$ cat src/rtl/ahb_lite_pkg.sv
// ahb_lite_pkg
// Shared AHB-Lite definitions for master and slave: transfer type encoding,
// transfer size codes, response codes, the slave FSM state type and a helper
// that turns a transfer size/offset into a 4-bit byte-lane enable.
package ahb_lite_pkg;

    typedef enum logic [1:0] {
        HTRANS_IDLE   = 2'd0,
        HTRANS_BUSY   = 2'd1,
        HTRANS_NONSEQ = 2'd2,
        HTRANS_SEQ    = 2'd3
    } htrans_e;

    localparam logic [2:0] HSIZE_BYTE = 3'd0;
    localparam logic [2:0] HSIZE_HALF = 3'd1;
    localparam logic [2:0] HSIZE_WORD = 3'd2;

    localparam logic HRESP_OKAY  = 1'b0;
    localparam logic HRESP_ERROR = 1'b1;

    typedef enum logic [2:0] {
        ST_IDLE,
        ST_WAIT,
        ST_DATA,
        ST_ERR1,
        ST_ERR2
    } slv_state_e;

    // Byte lanes touched by a legal transfer; misaligned or oversize
    // transfers never reach the write path, so only legal cases matter.
    function automatic logic [3:0] lane_enable(input logic [2:0] size, input logic [1:0] off);
        case (size)
            HSIZE_BYTE: return 4'b0001 << off;
            HSIZE_HALF: return off[1] ? 4'b1100 : 4'b0011;
            default:    return 4'b1111;
        endcase
    endfunction

endpackage

$ cat src/rtl/ahb_lite_sram_slave_if.sv
// ahb_lite_sram_slave_if
// AHB-Lite bus bundle between one master and one slave.
//   master modport: drives HSEL, HADDR, HWRITE, HSIZE, HBURST, HPROT, HTRANS,
//                   HMASTLOCK, HREADY, HWDATA; receives HRDATA, HREADYOUT, HRESP
//   slave modport : the mirror image
interface ahb_lite_sram_slave_if;
    logic        HSEL;
    logic [31:0] HADDR;
    logic        HWRITE;
    logic [2:0]  HSIZE;
    logic [2:0]  HBURST;
    logic [3:0]  HPROT;
    logic [1:0]  HTRANS;
    logic        HMASTLOCK;
    logic        HREADY;
    logic [31:0] HWDATA;
    logic [31:0] HRDATA;
    logic        HREADYOUT;
    logic        HRESP;

    modport master (
        output HSEL, HADDR, HWRITE, HSIZE, HBURST, HPROT, HTRANS, HMASTLOCK, HREADY, HWDATA,
        input  HRDATA, HREADYOUT, HRESP
    );

    modport slave (
        input  HSEL, HADDR, HWRITE, HSIZE, HBURST, HPROT, HTRANS, HMASTLOCK, HREADY, HWDATA,
        output HRDATA, HREADYOUT, HRESP
    );
endinterface

$ cat src/rtl/ahb_sram_mem.sv
// ahb_sram_mem
// DEPTH x 32-bit word memory organised as four byte lanes.
//   clk_i   : clock
//   rst_ni  : synchronous active-low reset, clears every word
//   we_i    : write strobe
//   be_i    : byte-lane enables for the write
//   addr_i  : word index shared by write and read
//   wdata_i : write data
//   rdata_o : combinational read of the addressed word
module ahb_sram_mem #(
    parameter int DEPTH = 64,
    parameter int IDX_W = $clog2(DEPTH)
) (
    input  logic             clk_i,
    input  logic             rst_ni,
    input  logic             we_i,
    input  logic [3:0]       be_i,
    input  logic [IDX_W-1:0] addr_i,
    input  logic [31:0]      wdata_i,
    output logic [31:0]      rdata_o
);

    genvar gi;
    generate
        for (gi = 0; gi < 4; gi++) begin : g_lane
            logic [7:0] lane_q [DEPTH];

            always_ff @(posedge clk_i) begin
                if (!rst_ni) begin
                    for (int w = 0; w < DEPTH; w++) begin
                        lane_q[w] <= '0;
                    end
                end else if (we_i && be_i[gi]) begin
                    lane_q[addr_i] <= wdata_i[8*gi +: 8];
                end
            end

            assign rdata_o[8*gi +: 8] = lane_q[addr_i];
        end
    endgenerate

endmodule

$ cat src/rtl/ahb_lite_sram_slave.sv
// ahb_lite_sram_slave
// AHB-Lite slave fronting a local word-addressed SRAM with programmable wait
// states and a two-cycle ERROR response for illegal transfers.
//   HCLK    : clock
//   HRESETn : synchronous active-low reset
//   bus     : AHB-Lite slave modport (address/control/write data in,
//             HRDATA/HREADYOUT/HRESP out)
module ahb_lite_sram_slave
    import ahb_lite_pkg::*;
#(
    parameter int          DEPTH       = 64,
    parameter int          WAIT_STATES = 1,
    parameter logic [31:0] BASE_ADDR   = 32'h0
) (
    input  logic                 HCLK,
    input  logic                 HRESETn,
    ahb_lite_sram_slave_if.slave bus
);

    localparam int IDX_W = $clog2(DEPTH);
    localparam int CNT_W = (WAIT_STATES > 0) ? $clog2(WAIT_STATES + 1) : 1;
    localparam logic [CNT_W-1:0] CNT_INIT = CNT_W'((WAIT_STATES > 0) ? WAIT_STATES - 1 : 0);
    localparam logic [31:0] SPAN = 32'(DEPTH * 4);

    slv_state_e       state_q, state_d;
    logic [CNT_W-1:0] cnt_q, cnt_d;
    logic [IDX_W-1:0] idx_q, idx_d;
    logic [1:0]       off_q, off_d;
    logic [2:0]       size_q, size_d;
    logic             write_q, write_d;

    logic        accept;
    logic        addr_err;
    logic [32:0] rel_addr;
    logic [31:0] mem_rdata;
    logic        mem_we;

    assign accept = bus.HSEL && bus.HREADY && bus.HTRANS[1];

    // 33-bit subtraction: bit 32 set means the address lies below BASE_ADDR.
    assign rel_addr = {1'b0, bus.HADDR} - {1'b0, BASE_ADDR};

    assign addr_err = (bus.HSIZE > HSIZE_WORD)
                   || (bus.HSIZE == HSIZE_HALF && bus.HADDR[0])
                   || (bus.HSIZE == HSIZE_WORD && bus.HADDR[1:0] != 2'b00)
                   || rel_addr[32]
                   || (rel_addr[31:0] >= SPAN);

    always_comb begin
        state_d = state_q;
        cnt_d   = cnt_q;
        idx_d   = idx_q;
        off_d   = off_q;
        size_d  = size_q;
        write_d = write_q;
        case (state_q)
            ST_WAIT: begin
                if (cnt_q == '0) begin
                    state_d = ST_DATA;
                end else begin
                    cnt_d = cnt_q - CNT_W'(1);
                end
            end
            ST_ERR1: state_d = ST_ERR2;
            default: begin
                // IDLE, DATA and ERR2 all present HREADYOUT high, so a new
                // address phase can be taken from any of them.
                state_d = ST_IDLE;
                if (accept) begin
                    idx_d   = rel_addr[IDX_W+1:2];
                    off_d   = bus.HADDR[1:0];
                    size_d  = bus.HSIZE;
                    write_d = bus.HWRITE;
                    if (addr_err) begin
                        state_d = ST_ERR1;
                    end else if (WAIT_STATES == 0) begin
                        state_d = ST_DATA;
                    end else begin
                        state_d = ST_WAIT;
                        cnt_d   = CNT_INIT;
                    end
                end
            end
        endcase
    end

    always_ff @(posedge HCLK) begin
        if (!HRESETn) begin
            state_q <= ST_IDLE;
            cnt_q   <= '0;
            idx_q   <= '0;
            off_q   <= '0;
            size_q  <= '0;
            write_q <= 1'b0;
        end else begin
            state_q <= state_d;
            cnt_q   <= cnt_d;
            idx_q   <= idx_d;
            off_q   <= off_d;
            size_q  <= size_d;
            write_q <= write_d;
        end
    end

    // Write lands on the edge that ends the DATA cycle; the memory's own
    // reset takes priority, so a write caught by reset is dropped.
    assign mem_we = (state_q == ST_DATA) && write_q;

    ahb_sram_mem #(
        .DEPTH (DEPTH),
        .IDX_W (IDX_W)
    ) u_mem (
        .clk_i   (HCLK),
        .rst_ni  (HRESETn),
        .we_i    (mem_we),
        .be_i    (lane_enable(size_q, off_q)),
        .addr_i  (idx_q),
        .wdata_i (bus.HWDATA),
        .rdata_o (mem_rdata)
    );

    assign bus.HREADYOUT = !(state_q == ST_WAIT || state_q == ST_ERR1);
    assign bus.HRESP     = (state_q == ST_ERR1 || state_q == ST_ERR2) ? HRESP_ERROR : HRESP_OKAY;
    assign bus.HRDATA    = (state_q == ST_DATA && !write_q) ? mem_rdata : 32'h0;

    logic unused_bits;
    assign unused_bits = ^{bus.HBURST, bus.HPROT, bus.HMASTLOCK, bus.HTRANS[0], rel_addr};

endmodule
$ cat src/flat_wrapper.sv
// flat-port wrapper written by rule: the top's interface ports become plain ports
module ahb_lite_sram_slave_flat import ahb_lite_pkg::*;
#(
    parameter int          DEPTH       = 64,
    parameter int          WAIT_STATES = 1,
    parameter logic [31:0] BASE_ADDR   = 32'h0
)
  (HCLK, HRESETn, bus_HSEL, bus_HADDR, bus_HWRITE, bus_HSIZE, bus_HBURST, bus_HPROT, bus_HTRANS, bus_HMASTLOCK, bus_HREADY, bus_HWDATA, bus_HRDATA, bus_HREADYOUT, bus_HRESP);
  ahb_lite_sram_slave_if bus_i ();
  input  logic HCLK;
  input  logic HRESETn;
  input wire logic [$bits(bus_i.HSEL)-1:0] bus_HSEL;
  input wire logic [$bits(bus_i.HADDR)-1:0] bus_HADDR;
  input wire logic [$bits(bus_i.HWRITE)-1:0] bus_HWRITE;
  input wire logic [$bits(bus_i.HSIZE)-1:0] bus_HSIZE;
  input wire logic [$bits(bus_i.HBURST)-1:0] bus_HBURST;
  input wire logic [$bits(bus_i.HPROT)-1:0] bus_HPROT;
  input wire logic [$bits(bus_i.HTRANS)-1:0] bus_HTRANS;
  input wire logic [$bits(bus_i.HMASTLOCK)-1:0] bus_HMASTLOCK;
  input wire logic [$bits(bus_i.HREADY)-1:0] bus_HREADY;
  input wire logic [$bits(bus_i.HWDATA)-1:0] bus_HWDATA;
  output wire logic [$bits(bus_i.HRDATA)-1:0] bus_HRDATA;
  output wire logic [$bits(bus_i.HREADYOUT)-1:0] bus_HREADYOUT;
  output wire logic [$bits(bus_i.HRESP)-1:0] bus_HRESP;
  assign bus_i.HSEL = bus_HSEL;
  assign bus_i.HADDR = bus_HADDR;
  assign bus_i.HWRITE = bus_HWRITE;
  assign bus_i.HSIZE = bus_HSIZE;
  assign bus_i.HBURST = bus_HBURST;
  assign bus_i.HPROT = bus_HPROT;
  assign bus_i.HTRANS = bus_HTRANS;
  assign bus_i.HMASTLOCK = bus_HMASTLOCK;
  assign bus_i.HREADY = bus_HREADY;
  assign bus_i.HWDATA = bus_HWDATA;
  assign bus_HRDATA = bus_i.HRDATA;
  assign bus_HREADYOUT = bus_i.HREADYOUT;
  assign bus_HRESP = bus_i.HRESP;
  ahb_lite_sram_slave #(.DEPTH(DEPTH), .WAIT_STATES(WAIT_STATES), .BASE_ADDR(BASE_ADDR)) u_core (.HCLK(HCLK), .HRESETn(HRESETn), .bus(bus_i));
endmodule
$ cat config.mk
export PLATFORM = sky130hd
export DESIGN_NAME = ahb_lite_sram_slave_flat
export DESIGN_NICKNAME = d
export VERILOG_FILES = /design/src/rtl/ahb_lite_pkg.sv /design/src/rtl/ahb_lite_sram_slave_if.sv /design/src/rtl/ahb_sram_mem.sv /design/src/rtl/ahb_lite_sram_slave.sv /design/src/flat_wrapper.sv
export SDC_FILE = /design/constraint.sdc
export NUM_CORES = 2
export LEC_CHECK = 0
export CORE_AREA = 3 3 468 424
export CTS_BUF_LIST = sky130_fd_sc_hd__clkbuf_4
export DETAILED_ROUTE_END_ITERATION = 12
export DIE_AREA = 0 0 471 427
export PLACE_DENSITY = 0.74
export SLEW_MARGIN = 20
export SYNTH_ARGS = -nofsm -noshare
export SYNTH_HDL_FRONTEND = slang
export SYNTH_SLANG_ARGS = --single-unit
$ cat constraint.sdc
create_clock -name HCLK -period 5.9 [get_ports HCLK]
set_clock_uncertainty 0.1 [all_clocks]
set_input_delay 1.18 -clock HCLK [delete_from_list [all_inputs] [get_ports HCLK]]
set_output_delay 1.18 -clock HCLK [all_outputs]
set_load 0.01 [all_outputs]
==> impl_metrics.json <==
{
  "run_status": "finished clean",
  "hpwl_mm": 167,
  "dr.pass1.iters": 6,
  "synth_top_area_cell": "edfxtp_1",
  "synth_fp_nets": 6694,
  "critPathRequiredTime_ns": 4.62,
  "die_x_um": 471,
  "slowest_stage": "dfxtp_4",
  "nets": 6752,
  "dp_worst_setup_slack_ns": 0.498,
  "wl_met1_mm": 101,
  "synth-seq-area-share": 0.640,
  "fin_util": 0.554,
  "fin_tns_setup_ns": 0,
  "crit_chain": "buf_16 -> buf_4 -> mux4_2 -> mux4_2 -> a211oi_4 -> a311oi_4 -> buf_4 -> clkdlybuf4s50_1",
  "antenna_found_initial": 19,
  "critPathArrivalTime_ns": 4.53,
  "route.met3.wl_mm": 39.9,
  "worstPathMaxFanout": 29,
  "dr_total_vias": 62200,
  "worst_pin_slew_ns": 1.17,
  "yosysTopAreaCellShare": 0.636,
  "cp_num_buf_inv": 4,
  "htree_levels": 6,
  "synth_ff_type": "edfxtp_1",
  "synth_edf_count": 2048,
  "setup_viol": 0,
  "place.gp.congestion": 0.862,
  "die_height_um": 427,
  "drc": 0,
  "p_leak_nw": 44.7,
  "grt_pass1_wl_mm": 408,
  "min_period_over_period": 0.985,
  "power_density_mw_per_mm2": 281,
  "fp.coreArea_mm2": 0.193,
  "hold_violations": 0,
  "syn_area_mm2": 0.0967,
  "crit_path_max_incr_delay_ns": 0.54,
  "cpLargestDelayFamily": "buffers and inverters",
  "vias_per_cell": 6.51,
  "post_drt_wl_per_cell_um": 29.1,
  "synthArstFlopShare": 0,
  "grt_pass1_vias": 61400,
  "fin_crit_ns": 5.81,
  "root_buffer": "clkbuf_4",
  "finalMaxSlewViolations": 0,
  "cts_sinks": 2069,
  "fmaxAchievable_mhz": 172,
  "ant_nets": 0,
  "final_cells": 9541,
  "cts_buffers": 532,
  "grt_max_degree": 150,
  "crit_type": "register to primary output",
  "dieArea_mm2": 0.201,
  "gr-total-overflow": 0,
  "cap_violations": 0,
  "grt_usage": 0.274,
  "synth-seq-cells": 2069,
  "p_total_mw": 30.1,
  "clock_latency_ns": 1.32,
  "wirelength_mm": 278,
  "final_layout_size_suffix_gt1_frac": 0.263,
  "ios": 116,
  "yosys_warnings": 0,
  "start_util": 0.500,
  "cts_tree": "done",
  "synth_area_leaders": "edfxtp_1 64%, and3_1 13%, mux4_2 13%",
  "drt_iter0_drc": 10400,
  "final_cell_mix": "2048 x and3_1, 2048 x edfxtp_1, 747 x clkbuf_4",
  "synth_area_per_cell_um2": 14.6,
  "cp-start-kind": "register",
  "min_path_type": "register to register",
  "rows": 153,
  "highest_layer": "met5",
  "ir_drop_mv": 0.193,
  "dp_cells": 8651,
  "worstSetupEndpointType": "primary output",
  "ys_types": 53,
  "syn_inst": 6612,
  "fin_ws_ns": 0.0912,
  "clk_path_buf_depth": 4,
  "syn2layout_area_growth_pct": 10.8,
  "path_clk_slew_ns": 0.06,
  "slew_headroom": 0.216,
  "wl_met2_mm": 127,
  "port_buffers": 106
}
-- synth_stat cells (all sizes together), types with 6 or more instances --
| cell type | n |
|---|---|
| and3 | 2048 |
| edfxtp | 2048 |
| clkbuf | 711 |
| nand2 | 600 |
| mux4 | 570 |
| buf | 167 |
| mux2i | 111 |
| nor2 | 83 |
| mux2 | 35 |
| a21oi | 25 |
| dfxtp | 21 |
| nand3 | 20 |
| o211ai | 17 |
| a22oi | 15 |
| o21ai | 15 |
| o22ai | 14 |
| a211oi | 12 |
| a21boi | 12 |
| a31oi | 11 |
| nand2b | 7 |
| nand3b | 7 |
| nor3 | 7 |
| a32oi | 6 |
| and2 | 6 |
-- sequential cells by signal, indices dropped and copies added, names as in the netlist, named ones only --
register	cells
u_core.u_mem.g_lane.lane_q	2048
u_core.idx_q	6
u_core.size_q	3
u_core.state_q	3
u_core.off_q	2
u_core.write_q	1
-- power breakdown --
group	switching (mW)	leakage [nW]	total [mW]	internal [mW]
Combinational	1.17	19.8	1.79	0.616
Sequential	0.148	21.3	16.7	16.6
Clock	5.76	3.64	11.6	5.85
Total	7.08	44.7	30.1	23.1
-- routing by layer --
layer	vias to the layer above	GRT usage
met2	4488	0.409
met3	533	0.0840
met1	31200	0.378
met4	4	0.111
li1	26000	-
met5	-	0
-- cells by family after synthesis --
| family | synth area share |
|---|---|
| DFF | 0.640 |
| AOI/OAI and AO/OA | 0.0102 |
| and+or+nand+nor | 0.163 |
| buffers and inverters | 0.0378 |
| muxes | 0.149 |
-- layout make-up --
class	count	area, um2
Sequential cell	2069	61900
Clock buffer	747	5610
Multi-Input combinational cell	3660	31800
Inverter	5	25.0
Timing Repair Buffer	402	4080
Clock inverter	87	387
Fill cell	14900	86200
Antenna cell	14	35.0
Tap cell	2557	3200
-- worst register-to-register path, delay by kind of cell, from the launching register on --
family	cells	cell delay (ns)
and+or+nand+nor	4	2.07
DFF	1	0.51
buffers and inverters	1	0.41
-- final timing paths --
check             cells past startpoint                                                end  slack (ns)                           from
hold / removal                        2                      u_core.size_q[1]$_SDFFE_PN0P_        0.37  u_core.size_q[1]$_SDFFE_PN0P_
setup reg to reg                      5  u_core.u_mem.g_lane[1].lane_q[7][5]$_SDFFCE_PN0P_        2.41   u_core.idx_q[2]$_SDFFE_PN0P_
hold reg to reg                       2                      u_core.size_q[1]$_SDFFE_PN0P_        0.37  u_core.size_q[1]$_SDFFE_PN0P_
setup / recovery                      8                                     bus_HRDATA[31]        0.09                       register
-- timing repair --
action | CTS | global route
hold endpoints to repair | 2 | 0
cloned | 4 | 2
setup endpoints to repair | 32 | 14
gates resized for setup | 75 | 29
pin swaps | 8 | 5
setup buffers | 22 | 12
hold buffers | 1 | 0
-- metrics by stage --
stage / instance area, um2 / hold WS [ns]
6_report: 107000 / 0.369
5_1_grt: 107000 / 0.247
4_1_cts: 107000 / 0.222
3_5_place_dp: 100000 / 0.359
3_3_place_gp: 100000 / 0.360
2_1_floorplan: 96700 / 0.343
Power figures use the tool's default switching activity.
